$ cat src/rtl/clk_div_cascade_pkg.sv
// Shared constants and helpers for the cascaded stopwatch timebase.
package clk_div_cascade_pkg;

  // Default ratios: 100 MHz board clock down to 1 kHz, then decades.
  localparam int unsigned DIV_1K_AT_100M = 32'd100_000;
  localparam int unsigned DECADE         = 32'd10;

  // Counter width for a divide-by-ratio counter (at least one bit).
  function automatic int unsigned cnt_width(input int unsigned ratio);
    if (ratio < 32'd3) begin
      return 32'd1;
    end else begin
      return $clog2(ratio);
    end
  endfunction

  // Ratios must be even and >= 2 so the divided clocks are exactly 50% duty.
  function automatic bit params_ok(input int unsigned div0,
                                   input int unsigned stage_div,
                                   input int unsigned n_stages);
    return (div0 >= 32'd2) && ((div0 % 32'd2) == 32'd0) &&
           (stage_div >= 32'd2) && ((stage_div % 32'd2) == 32'd0) &&
           (n_stages >= 32'd1);
  endfunction

endpackage

$ cat src/rtl/clk_div_stage.sv
// One divide-by-RATIO stage: wrapping counter, terminal-count flag and a
// registered 50%-duty half-period output.
module clk_div_stage
  import clk_div_cascade_pkg::*;
#(
  parameter int unsigned RATIO = DECADE,
  parameter int unsigned W     = cnt_width(RATIO)
) (
  input  logic         clk,
  input  logic         reset,   // asynchronous, active-low
  input  logic         en,
  input  logic         clr,
  input  logic         adv,
  output logic         tc,
  output logic         half,
  output logic [W-1:0] cnt
);

  localparam logic [W-1:0] LAST  = W'(RATIO - 32'd1);
  localparam logic [W-1:0] HALFV = W'(RATIO / 32'd2);

  logic [W-1:0] cnt_q, cnt_d;
  logic         half_q;
  logic         at_last_s;

  assign at_last_s = (cnt_q == LAST);
  // Terminal count excludes clr on purpose: the top masks the tick instead.
  assign tc   = en & adv & at_last_s;
  assign half = half_q;
  assign cnt  = cnt_q;

  // Next count: clear beats everything, otherwise advance and wrap when enabled.
  always_comb begin
    cnt_d = cnt_q;
    if (clr) begin
      cnt_d = '0;
    end else if (en && adv) begin
      cnt_d = at_last_s ? '0 : (cnt_q + W'(1));
    end else begin
      cnt_d = cnt_q;
    end
  end

  // Counter and half-period flag; the flag follows the next count so its
  // falling edge lines up with the tick and its rising edge with mid-count.
  always_ff @(posedge clk or negedge reset) begin
    if (!reset) begin
      cnt_q  <= '0;
      half_q <= 1'b0;
    end else begin
      cnt_q  <= cnt_d;
      half_q <= (cnt_d >= HALFV);
    end
  end

endmodule

$ cat src/rtl/clk_div_cascade.sv
// Cascaded stopwatch timebase: prescaler plus N_STAGES-1 equal stages, each
// producing a one-cycle tick and a 50%-duty divided clock.
// Optional macro CLK_DIV_CASCADE_CNT_OUT_EN exports the stage counters on cnt_out.
module clk_div_cascade
  import clk_div_cascade_pkg::*;
#(
  parameter int unsigned DIV0      = DIV_1K_AT_100M,
  parameter int unsigned STAGE_DIV = DECADE,
  parameter int unsigned N_STAGES  = 32'd4
) (
  input  logic                clk,
  input  logic                reset,   // asynchronous, active-low
  input  logic                en,
  input  logic                clr,
  output logic [N_STAGES-1:0] tick,
`ifdef CLK_DIV_CASCADE_CNT_OUT_EN
  output logic [N_STAGES*cnt_width(STAGE_DIV)-1:0] cnt_out,
`endif
  output logic [N_STAGES-1:0] clk_out
);

  localparam int unsigned W0 = cnt_width(DIV0);
  localparam int unsigned W1 = cnt_width(STAGE_DIV);

  if (!params_ok(DIV0, STAGE_DIV, N_STAGES)) begin : g_bad_params
    $error("clk_div_cascade: ratios must be even and >= 2, N_STAGES >= 1");
  end

  logic [N_STAGES-1:0]         tc_s;
  logic [N_STAGES-1:0]         half_s;
  logic [N_STAGES-1:0]         tick_q, tick_d;
  logic [W0-1:0]               pre_cnt_s;
  logic [N_STAGES-1:0][W1-1:0] stage_cnt_s;
  logic                        unused_cnt_s;

  clk_div_stage #(
    .RATIO (DIV0),
    .W     (W0)
  ) u_pre (
    .clk   (clk),
    .reset (reset),
    .en    (en),
    .clr   (clr),
    .adv   (1'b1),
    .tc    (tc_s[0]),
    .half  (half_s[0]),
    .cnt   (pre_cnt_s)
  );

  assign stage_cnt_s[0] = '0;

  for (genvar k = 1; k < N_STAGES; k++) begin : g_stage
    clk_div_stage #(
      .RATIO (STAGE_DIV),
      .W     (W1)
    ) u_stage (
      .clk   (clk),
      .reset (reset),
      .en    (en),
      .clr   (clr),
      .adv   (tc_s[k-1]),
      .tc    (tc_s[k]),
      .half  (half_s[k]),
      .cnt   (stage_cnt_s[k])
    );
  end

`ifdef CLK_DIV_CASCADE_CNT_OUT_EN
  // Slice k-1 carries stage k; the top slice is always zero.
  assign cnt_out      = stage_cnt_s >> W1;
  assign unused_cnt_s = ^pre_cnt_s;
`else
  assign unused_cnt_s = ^{pre_cnt_s, stage_cnt_s};
`endif

  assign clk_out = half_s;
  assign tick    = tick_q;

  // A clear in the same cycle as a terminal count suppresses the tick.
  always_comb begin
    tick_d = '0;
    if (clr) begin
      tick_d = '0;
    end else begin
      tick_d = tc_s;
    end
  end

  // Registered tick strobes.
  always_ff @(posedge clk or negedge reset) begin
    if (!reset) begin
      tick_q <= '0;
    end else begin
      tick_q <= tick_d;
    end
  end

endmodule

$ cat config.mk
export PLATFORM = sky130hd
export DESIGN_NAME = clk_div_cascade
export DESIGN_NICKNAME = d
export VERILOG_FILES = /design/src/rtl/clk_div_cascade_pkg.sv /design/src/rtl/clk_div_stage.sv /design/src/rtl/clk_div_cascade.sv
export SDC_FILE = /design/constraint.sdc
export NUM_CORES = 1
export LEC_CHECK = 0
export ABC_AREA = 1
export CAP_MARGIN = 20
export CORE_MARGIN = 2
export CORE_UTILIZATION = 62
export CTS_BUF_LIST = sky130_fd_sc_hd__clkbuf_4 sky130_fd_sc_hd__clkbuf_8
export DETAILED_ROUTE_END_ITERATION = 10
export PLACE_DENSITY_LB_ADDON = 0.25
export SLEW_MARGIN = 10
export SYNTH_ARGS = -nofsm -noshare
export SYNTH_HDL_FRONTEND = slang
export SYNTH_HIERARCHICAL = 1
export SYNTH_SLANG_ARGS = --single-unit
$ cat constraint.sdc
create_clock -name clk -period 3.7 [get_ports clk]
set_clock_uncertainty 0.2 [all_clocks]
set_input_delay 0.74 -clock clk [delete_from_list [all_inputs] [get_ports clk]]
set_output_delay 0.74 -clock clk [all_outputs]
set_load 0.01 [all_outputs]
==> metrics.cfg, run 1 <==
[status]
outcome=complete, no violations

[clock_tree]
cts_inserted_buffers=5
cts_setup_buffers=0
cts_hold_buf=0
cts_tree=done
clock_tree.root_cell=clkbuf_4
path_clk_slew_ns=0.12
cts_buffer_depth=2
cts_resized=0
htreeDepth=2
clock_sinks=37
clk_latency_ns=0.35

[sta]
maxSlewViolCount=0
hold_viol_final=0
period_share=0.853
rsz0062_at_grt=no
setup_viol=0
tightest_slew_ns=0.813
fmax_ghz=0.317
finalSetupTns_ns=0
slew_headroom=0.458
setup_slack_ns=0.542
hold_ws_ns=0.265
period_needed_ns=3.16

[final_layout]
fin_cells=393
nets=351
final_core_util=0.742
multiInputGateArea_mm2=0.00107
nFillCells=259
fin_area_mm2=0.00251
seqCellArea_um2=926
n_antenna_cell=0
drive_gt1_frac=0.156
syn2layout_area_growth_pct=12.6

[logic_synthesis]
synth_area_mm2=0.00223
yosys.cell_types.count=23
yosys_warnings=6
syn_nets=329
ys_seq_area_frac=0.415
syn_avg_cell_area_um2=6.89
synth_cells=324
ys_ff_latch=37

[critical_path]
endpoint_kind=register
startpoint_type=input port
cp.required_ns=3.75
crit_chain=clkdlybuf4s50_1 -> nand2_2 -> inv_1 -> nand4_1 -> nor2_1 -> nand2_2 -> inv_2 -> nand2_1 -> nor2_2 -> nand2_2 -> inv_2 -> nand2_1 -> nor2_2 -> nand2_2 -> inv_2 -> nand2_1 -> nor2_2 -> nor2_1 -> nand2_2 -> nand2_1
r2r-start=u_pre/cnt[0]
rrSetupSlack_ns=0.74
arrival_ns=3.21
r2r-end=g_stage[3].u_stage/half
r2r_cells=20
worst-path-max-fanout=6
worstSetupPathType=input port to register
cpMostUsedCell=nand2_2
cp_slowest_cell=clkdlybuf4s50_1
cp_slowest_stage_delay_ns=0.50

[global_route]
track_usage=0.263
grt_pass1_vias=1966
antenna_found_initial=0
grt_pass1_wl_um=8350
grt_overflow_total=0
grt_max_degree=38

[placement]
dp_slack_ns=0.239
portBuffers=11
dp_hpwl_um=3470
dp_cells=385
gp_congestion=0.913
place_area_mm2=0.00242

[route]
dr.pass1.iters=4
postRouteWirelength_um=4700
viasPerCell=5.20
ant_nets=0
vias=2044
drc_errors=0
wire_per_inst_um=12.0
drt_iter0_markers=147

[die]
start_util=0.659
die_h_um=64
rows=21
core_mm2=0.00339
dieArea_mm2=0.00410
pin_count=12
fp.dieW_um=64

[hold_path]
holdCritPathClass=input port to async pin

[run]
maxCapViolations=0

[pwr]
leakagePower_nw=1.33
power_density_mw_per_mm2=296
vdd_ir_drop_max_v=0.000226
p_total_mw=0.744

[per-layer routing]
metal / vias to the layer above / track usage / wire length [um]
li1: 1036 / - / -
met1: 920 / 0.331 / 2070
met2: 71 / 0.423 / 2210
met3: 17 / 0.0563 / 262
met4: 0 / 0.141 / 161
met5: - / 0 / 0
[flip-flops by register name, indices dropped and copies added (netlist names)]
name,cells
u_pre/cnt,17
g_stage.u_stage/cnt,12
tick,4
g_stage.u_stage/half,3
u_pre/half,1
[cells in the final DEF, fill, tap and decap left out, drive strengths merged]
master / count
nand2: 97
inv: 63
nor2: 60
dfrtp: 37
nand3: 36
clkdlybuf4s50: 10
nor3: 6
clkbuf: 6
nand4: 5
o21ai: 5
buf: 5
xor2: 4
a21oi: 3
a211oi: 2
o21bai: 2
bufinv: 1
clkinvlp: 1
conb: 1
xnor2: 1
nor3b: 1
ha: 1
[logic make-up (layout without fill, tap and decap cells)]
logic type                 after synthesis  in the layout  share of synthesized area
adders and majority gates                1              1                    0.00560
DFF                                     37             37                      0.415
other                                    1              1                    0.00168
xor gates and xnor gates                 5              5                     0.0196
AOI/OAI and AO/OA                       12             12                     0.0331
and+or+nand+nor                        205            205                      0.419
buffers and inverters                   63             86                      0.106
[layout make-up]
cell class / instances / area share
multi-input cells: 224 / 0.426
flip-flops and latches: 37 / 0.368
inverters: 63 / 0.0941
repair buffers: 15 / 0.0538
well taps: 46 / 0.0229
clock buffers: 6 / 0.0204
clock inverters: 2 / 0.0149
[worst max-delay path: cells and delay by family]
kind                   cells  cell delay, ns
buffers and inverters      5            0.91
AND/OR/NAND/NOR           15            1.55
[power by group]
group	total (mW)	internal, mW	switching [mW]
Sequential	0.408	0.406	0.00231
Combinational	0.0315	0.00812	0.0234
Clock	0.304	0.160	0.144
Total	0.744	0.575	0.170
[how the worst max path moves through the flow]
stage,start,to,slack [ns],cells past startpoint
6_report,en,g_stage[3].u_stage/half,0.54,20
5_1_grt,en,g_stage[3].u_stage/half,0.31,20
4_1_cts,en,g_stage[3].u_stage/half,0.60,20
3_5_place_dp,en,g_stage[3].u_stage/half,0.24,20
3_3_place_gp,en,g_stage[3].u_stage/half,0.40,20
2_1_floorplan,en,g_stage[3].u_stage/half,0.84,19
[cells in the mapped netlist]
cell,n,area [um^2]
o21ai_1,1,5.00
conb_1,1,3.75
nor3_1,6,30.0
nand3_1,32,160
dfrtp_1,37,926
nor2_2,17,106
nand2_2,8,50.1
nand3_2,4,40.0
o21bai_1,1,7.51
a211oi_1,2,15.0
nand2_1,89,334
inv_2,9,33.8
nor2_1,41,154
nor2_4,2,22.5
xor2_1,4,35.0
a21oi_1,3,15.0
o21bai_2,1,11.3
o21ai_0,4,20.0
inv_1,54,203
xnor2_1,1,8.76
nor3b_1,1,7.51
ha_1,1,12.5
nand4_1,5,31.3
(Power assumes the default switching activity.)
==> run 2, diff against run 1 <==
PLACE_DENSITY = 0.91   (was unset)
PLACE_DENSITY_LB_ADDON = unset   (was 0.25)
==> run 2 against run 1 <==
  * Routed wire length decreased by 0.62%
  * Maximum frequency increased by 3.1%
  * Power decreased by 1.3%
  * Via count increased by 0.59%
  * Cell count unchanged
  * Hold slack got worse by 0.0063 ns
  * Final area unchanged
  * Non-clock buffer count unchanged
  * Combinational power about the same
  * Core utilization unchanged
  * Global-route usage decreased by 0.19 points
  * Critical endpoint unchanged
  * Largest cell class unchanged
==> metrics.cfg, run 2 (synthesis results as in run 1) <==
[status]
outcome=complete, no violations

[clock_tree]
clock_tree.root_cell=clkbuf_4
cts_inserted_buffers=5  ; unchanged
htreeDepth=2  ; unchanged
clock_sinks=37  ; unchanged
cts_tree=done
cts_hold_buf=0  ; unchanged
cts_setup_buffers=0  ; unchanged
cts_buffer_depth=2  ; unchanged
clk_latency_ns=0.35  ; about the same
cts_resized=0  ; unchanged
path_clk_slew_ns=0.12  ; about the same

[sta]
tightest_slew_ns=0.798  ; -0.0154 ns
period_share=0.828  ; -0.0256
finalSetupTns_ns=0  ; unchanged
slew_headroom=0.468  ; +0.0103
hold_viol_final=0  ; unchanged
period_needed_ns=3.06  ; -0.0948 ns
setup_viol=0  ; unchanged
maxSlewViolCount=0  ; unchanged
fmax_ghz=0.327  ; +3.1%
rsz0062_at_grt=no

[route]
drc_errors=0  ; unchanged
dr.pass1.iters=6  ; +2
ant_nets=0  ; unchanged
viasPerCell=5.23  ; +0.59%
vias=2056  ; +0.59%
postRouteWirelength_um=4670  ; -0.62%
drt_iter0_markers=198  ; +35%
wire_per_inst_um=11.9  ; -0.62%

[final_layout]
drive_gt1_frac=0.156  ; unchanged
n_antenna_cell=0  ; unchanged
nets=351  ; unchanged
seqCellArea_um2=926  ; unchanged
nFillCells=260  ; +0.39%
fin_area_mm2=0.00251  ; unchanged
final_common_cell=nand2_1
largest_reg_flops=17  ; unchanged
multiInputGateArea_mm2=0.00107  ; unchanged
syn2layout_area_growth_pct=12.6  ; unchanged
layout_common_cells=nand2_1 (89), inv_1 (54), nor2_1 (41)

[global_route]
grt_pass1_wl_um=8300  ; -0.59%
antenna_found_initial=0  ; unchanged
grt_overflow_total=0  ; unchanged
grt_max_degree=38  ; unchanged
grt_pass1_vias=1987  ; +1.1%
track_usage=0.261  ; -0.00191

[critical_path]
crit_chain=clkdlybuf4s50_1 -> nand2_2 -> inv_1 -> nand4_1 -> nor2_1 -> nand2_2 -> inv_2 -> nand2_1 -> nor2_2 -> nand2_2 -> inv_2 -> nand2_1 -> nor2_2 -> nand2_2 -> inv_2 -> nand2_1 -> nor2_2 -> nor2_1 -> nand2_2 -> nand2_1
arrival_ns=3.11  ; -0.10 ns
crit_family=simple AND/OR/NAND/NOR gates
cp_slowest_stage_delay_ns=0.51  ; about the same
cp.required_ns=3.75  ; about the same
endpoint_kind=register
startpoint_type=input port
worstSetupPathType=input port to register
cp_slowest_cell=clkdlybuf4s50_1
worst-path-max-fanout=6  ; unchanged
crit_buf_inv=5  ; unchanged
cpMostUsedCell=nand2_2

[hold_path]
holdCritPathClass=input port to async pin

[pwr]
p_total_mw=0.735  ; -1.3%
vdd_ir_drop_max_v=0.000264  ; +17%
leakagePower_nw=1.33  ; unchanged
power_density_mw_per_mm2=292  ; -1.3%

[die]
rows=21  ; unchanged
dieArea_mm2=0.00410  ; unchanged
fp.dieW_um=64  ; unchanged
pin_count=12  ; unchanged
die_h_um=64  ; unchanged
start_util=0.659  ; unchanged
core_mm2=0.00339  ; unchanged

[placement]
portBuffers=11  ; unchanged
dp_hpwl_um=3560  ; +2.6%
place_area_mm2=0.00242  ; unchanged
gp_congestion=0.948  ; +3.8%

[run]
maxCapViolations=0  ; unchanged

-- run 2: cell counts in the layout (fill, tap and decap cells not counted) --
Identical to the previous run, type by type.
-- run 2: final timing paths --
kind	startpoint	endpoint	slack, ns	depth (start not counted)
min in group clk	u_pre/cnt[1]	u_pre/cnt[1]	0.40	2
worst max-delay path	en	g_stage[3].u_stage/half	0.64	20
max in group asynchronous	reset	u_pre/cnt[10]	2.53	1
worst min-delay path	reset	u_pre/cnt[5]	0.26	1
worst min register to register	u_pre/cnt[1]	u_pre/cnt[1]	0.40	2
worst max register to register	u_pre/cnt[0]	g_stage[3].u_stage/half	0.80	20
-- run 2: worst reg2reg max path: stages (launching register included) --
cell	delay, ns
dfrtp_1	0.45
ha_1	0.25
nand2_1	0.09
nor2_1	0.14
nand3_1	0.14
nor2_1	0.17
nand2_2	0.10
inv_2	0.09
nand2_1	0.07
nor2_2	0.16
nand2_2	0.10
inv_2	0.09
nand2_1	0.06
nor2_2	0.16
nand2_2	0.10
inv_2	0.08
nand2_1	0.06
nor2_2	0.10
nor2_1	0.06
nand2_2	0.07
nand2_1	0.05
-- run 2: final cells by class --
type | count | share of cell area
clock buffers | 6 | 0.0204
multi-input cells | 224 | 0.426
inverters | 63 | 0.0941
clock inverters | 2 | 0.0149
flip-flops and latches | 37 | 0.368
well taps | 46 | 0.0229
repair buffers | 15 | 0.0538
-- run 2: layer usage --
layer,global-route usage,part of all wire
met5,0,0
met3,0.0546,0.070
met4,0.101,0.021
met1,0.328,0.40
met2,0.440,0.50
-- run 2: stage by stage --
stage	hold WS [ns]	std cells	utilization	worst slack, ns
finish	0.258	393	0.742	0.637
global route	0.331	393	0.742	0.314
CTS	0.284	393	0.742	0.671
detailed placement	0.385	385	0.715	0.311
global placement	0.373	385	0.715	0.417
floorplan	0.244	324	-	0.839
-- run 2: power by group --
group | switching, mW | internal (mW)
registers | 0.00237 | 0.406
clock network | 0.135 | 0.160
logic | 0.0232 | 0.00816
total | 0.160 | 0.574
==> run 3, diff against run 2 <==
clock period = 3 ns   (was 3.7 ns; I/O delays follow)
==> run 3 against run 2 <==
  * Sequential power up 24%
  * Setup slack worse by 0.42 ns
  * Clock power down 13%
  * Routed wire length down 1.1%
  * Clock-buffer cell count unchanged
  * Via count up 2.2%
  * Sequential share of layout area up 0.086 points
  * First-iteration DRC count down 26%
  * Die area unchanged
==> metrics.cfg, run 3 (synthesis results as in run 1) <==
[run]
maxCapViolations=0  ; unchanged

[clock_tree]
path_clk_slew_ns=0.11  ; about the same
cts_hold_buf=0  ; unchanged
cts_tree=done
cts_setup_buffers=0  ; unchanged
clock_tree.root_cell=clkbuf_4
cts_buffer_depth=2  ; unchanged
htreeDepth=2  ; unchanged
clk_latency_ns=0.34  ; about the same
clock_sinks=37  ; unchanged
cts_inserted_buffers=5  ; unchanged

[die]
die_h_um=64  ; unchanged
dieArea_mm2=0.00410  ; unchanged
pin_count=12  ; unchanged
rows=21  ; unchanged
start_util=0.659  ; unchanged
fp.dieW_um=64  ; unchanged
core_mm2=0.00339  ; unchanged

[critical_path]
cpMostUsedCell=nand2_1
cp_slowest_cell=dfrtp_2
crit_chain=ha_1 -> nand2_1 -> nor2_1 -> nand3_1 -> nor2_1 -> nand2_2 -> inv_2 -> nand2_1 -> nor2_2 -> nand2_2 -> inv_2 -> nand2_1 -> nor2_2 -> nand2_2 -> inv_2 -> nand2_1 -> nor2_2 -> nor2_1 -> nand2_2 -> nand2_1
r2r-start=u_pre/cnt[0]
endpoint_kind=register
arrival_ns=2.82  ; -0.29 ns
cp_slowest_stage_delay_ns=0.42  ; -0.09 ns
crit_buf_inv=3  ; -2
r2r-end=g_stage[3].u_stage/half
crit_family=simple AND/OR/NAND/NOR gates
r2r_cells=20  ; unchanged
worst-path-max-fanout=4  ; -2
rrSetupSlack_ns=0.22  ; -0.58 ns
startpoint_type=register
cp.required_ns=3.04  ; -0.71 ns
worstSetupPathType=register to register

[final_layout]
layout_common_cells=nand2_1 (89), inv_1 (54), nor2_1 (41)
syn2layout_area_growth_pct=12.5  ; about the same
final_common_cell=nand2_1
nFillCells=266  ; +2.3%
nets=355  ; +1.1%
largest_reg_flops=17  ; unchanged
fin_area_mm2=0.00251  ; about the same
drive_gt1_frac=0.168  ; +0.0125
n_antenna_cell=0  ; unchanged

[sta]
fmax_ghz=0.360
tightest_slew_ns=0.798  ; +0.000215 ns
rsz0062_at_grt=no
period_needed_ns=2.78
slew_headroom=0.468  ; about the same
hold_viol_final=0  ; unchanged
setup_viol=0  ; unchanged
hold_ws_ns=0.131  ; -0.127 ns
period_share=0.926
maxSlewViolCount=0  ; unchanged
finalSetupTns_ns=0  ; unchanged

[global_route]
grt_pass1_vias=1940  ; -2.4%
antenna_found_initial=0  ; unchanged
track_usage=0.256  ; -0.00566
grt_max_degree=38  ; unchanged
grt_pass1_wl_um=8240  ; -0.75%
grt_overflow_total=0  ; unchanged

[route]
drc_errors=0  ; unchanged
vias=2102  ; +2.2%
viasPerCell=5.29  ; +1.2%
ant_nets=0  ; unchanged
wire_per_inst_um=11.6  ; -2.1%
postRouteWirelength_um=4620  ; -1.1%
dr.pass1.iters=6  ; unchanged
drt_iter0_markers=147  ; -26%

[placement]
portBuffers=11  ; unchanged
dp_hpwl_um=3530  ; -1.0%
place_area_mm2=0.00245  ; +1.2%
gp_congestion=0.894  ; -5.7%

[pwr]
p_total_mw=0.800  ; +8.8%
power_density_mw_per_mm2=318  ; +8.9%
leakagePower_nw=1.34  ; +0.73%
vdd_ir_drop_max_v=0.000272  ; +2.7%

[hold_path]
holdCritPathClass=input port to async pin

[status]
outcome=complete, no violations

[run 3: changes by cell type in the layout (fill, tap and decap cells not counted)]
cell,change
clkbuf_4,+1
clkinv_2,+2
dfrtp_1,-1
dfrtp_2,+1
clkbuf_8,-1
buf_4,+4
clkinvlp_4,-1
bufinv_16,-1
[run 3: metrics by stage]
step | util | cells | setup slack [ns]
3_3_place_gp | 0.724 | 389 | 0.0472
3_5_place_dp | 0.724 | 389 | -0.0697
6_report | 0.741 | 397 | 0.221
5_1_grt | 0.741 | 397 | 0.0147
4_1_cts | 0.740 | 397 | 0.264
2_1_floorplan | - | 324 | 0.279
[run 3: worst max path at each step]
stage | slack [ns] | start | cells after the start | end
after floorplan | 0.28 | en | 19 | g_stage[3].u_stage/half
after detailed placement | -0.07 | en | 20 | g_stage[3].u_stage/half
after CTS | 0.26 | u_pre/cnt[0] | 20 | g_stage[3].u_stage/half
after global routing | 0.01 | u_pre/cnt[0] | 20 | g_stage[3].u_stage/half
final | 0.22 | u_pre/cnt[0] | 20 | g_stage[3].u_stage/half
after global placement | 0.05 | en | 20 | g_stage[3].u_stage/half
[run 3: repair_timing]
action / CTS / global route
endpoints found under the hold margin: 0 / 0
setup endpoints to repair: 0 / 2
gates resized for setup: 0 / 1
[run 3: layer usage]
metal  vias to the layer above  share of wire  GRT usage
li1                       1046              -          -
met1                       973           0.43      0.323
met2                        75           0.50      0.423
met3                         8          0.056     0.0581
met4                         0          0.010      0.103
met5                         -              0          0
[run 3: where the power goes]
group	switching [mW]	internal (mW)	leakage, nW
logic	0.0294	0.0110	0.793
clock network	0.157	0.0983	0.0354
registers	0.00279	0.501	0.514
[run 3: final cells by class]
cell class / instances / area, um^2 / share of cell area
clock inverter: 2 / 10.0 / 0.00399
clock buffer: 6 / 45.0 / 0.0179
timing repair buffer: 19 / 165 / 0.0658
inverter: 63 / 236 / 0.0942
tap: 46 / 57.6 / 0.0229
multi-input combinational: 224 / 1070 / 0.426
sequential: 37 / 927 / 0.369
[run 3: worst register-to-register path: stages (launching register included)]
cell and delay [ns]:
dfrtp_2 0.42, ha_1 0.23, nand2_1 0.09, nor2_1 0.13, nand3_1 0.13, nor2_1 0.17
nand2_2 0.10, inv_2 0.07, nand2_1 0.06, nor2_2 0.11, nand2_2 0.07, inv_2 0.07
nand2_1 0.07, nor2_2 0.19, nand2_2 0.11, inv_2 0.09, nand2_1 0.07, nor2_2 0.10
nor2_1 0.07, nand2_2 0.07, nand2_1 0.05
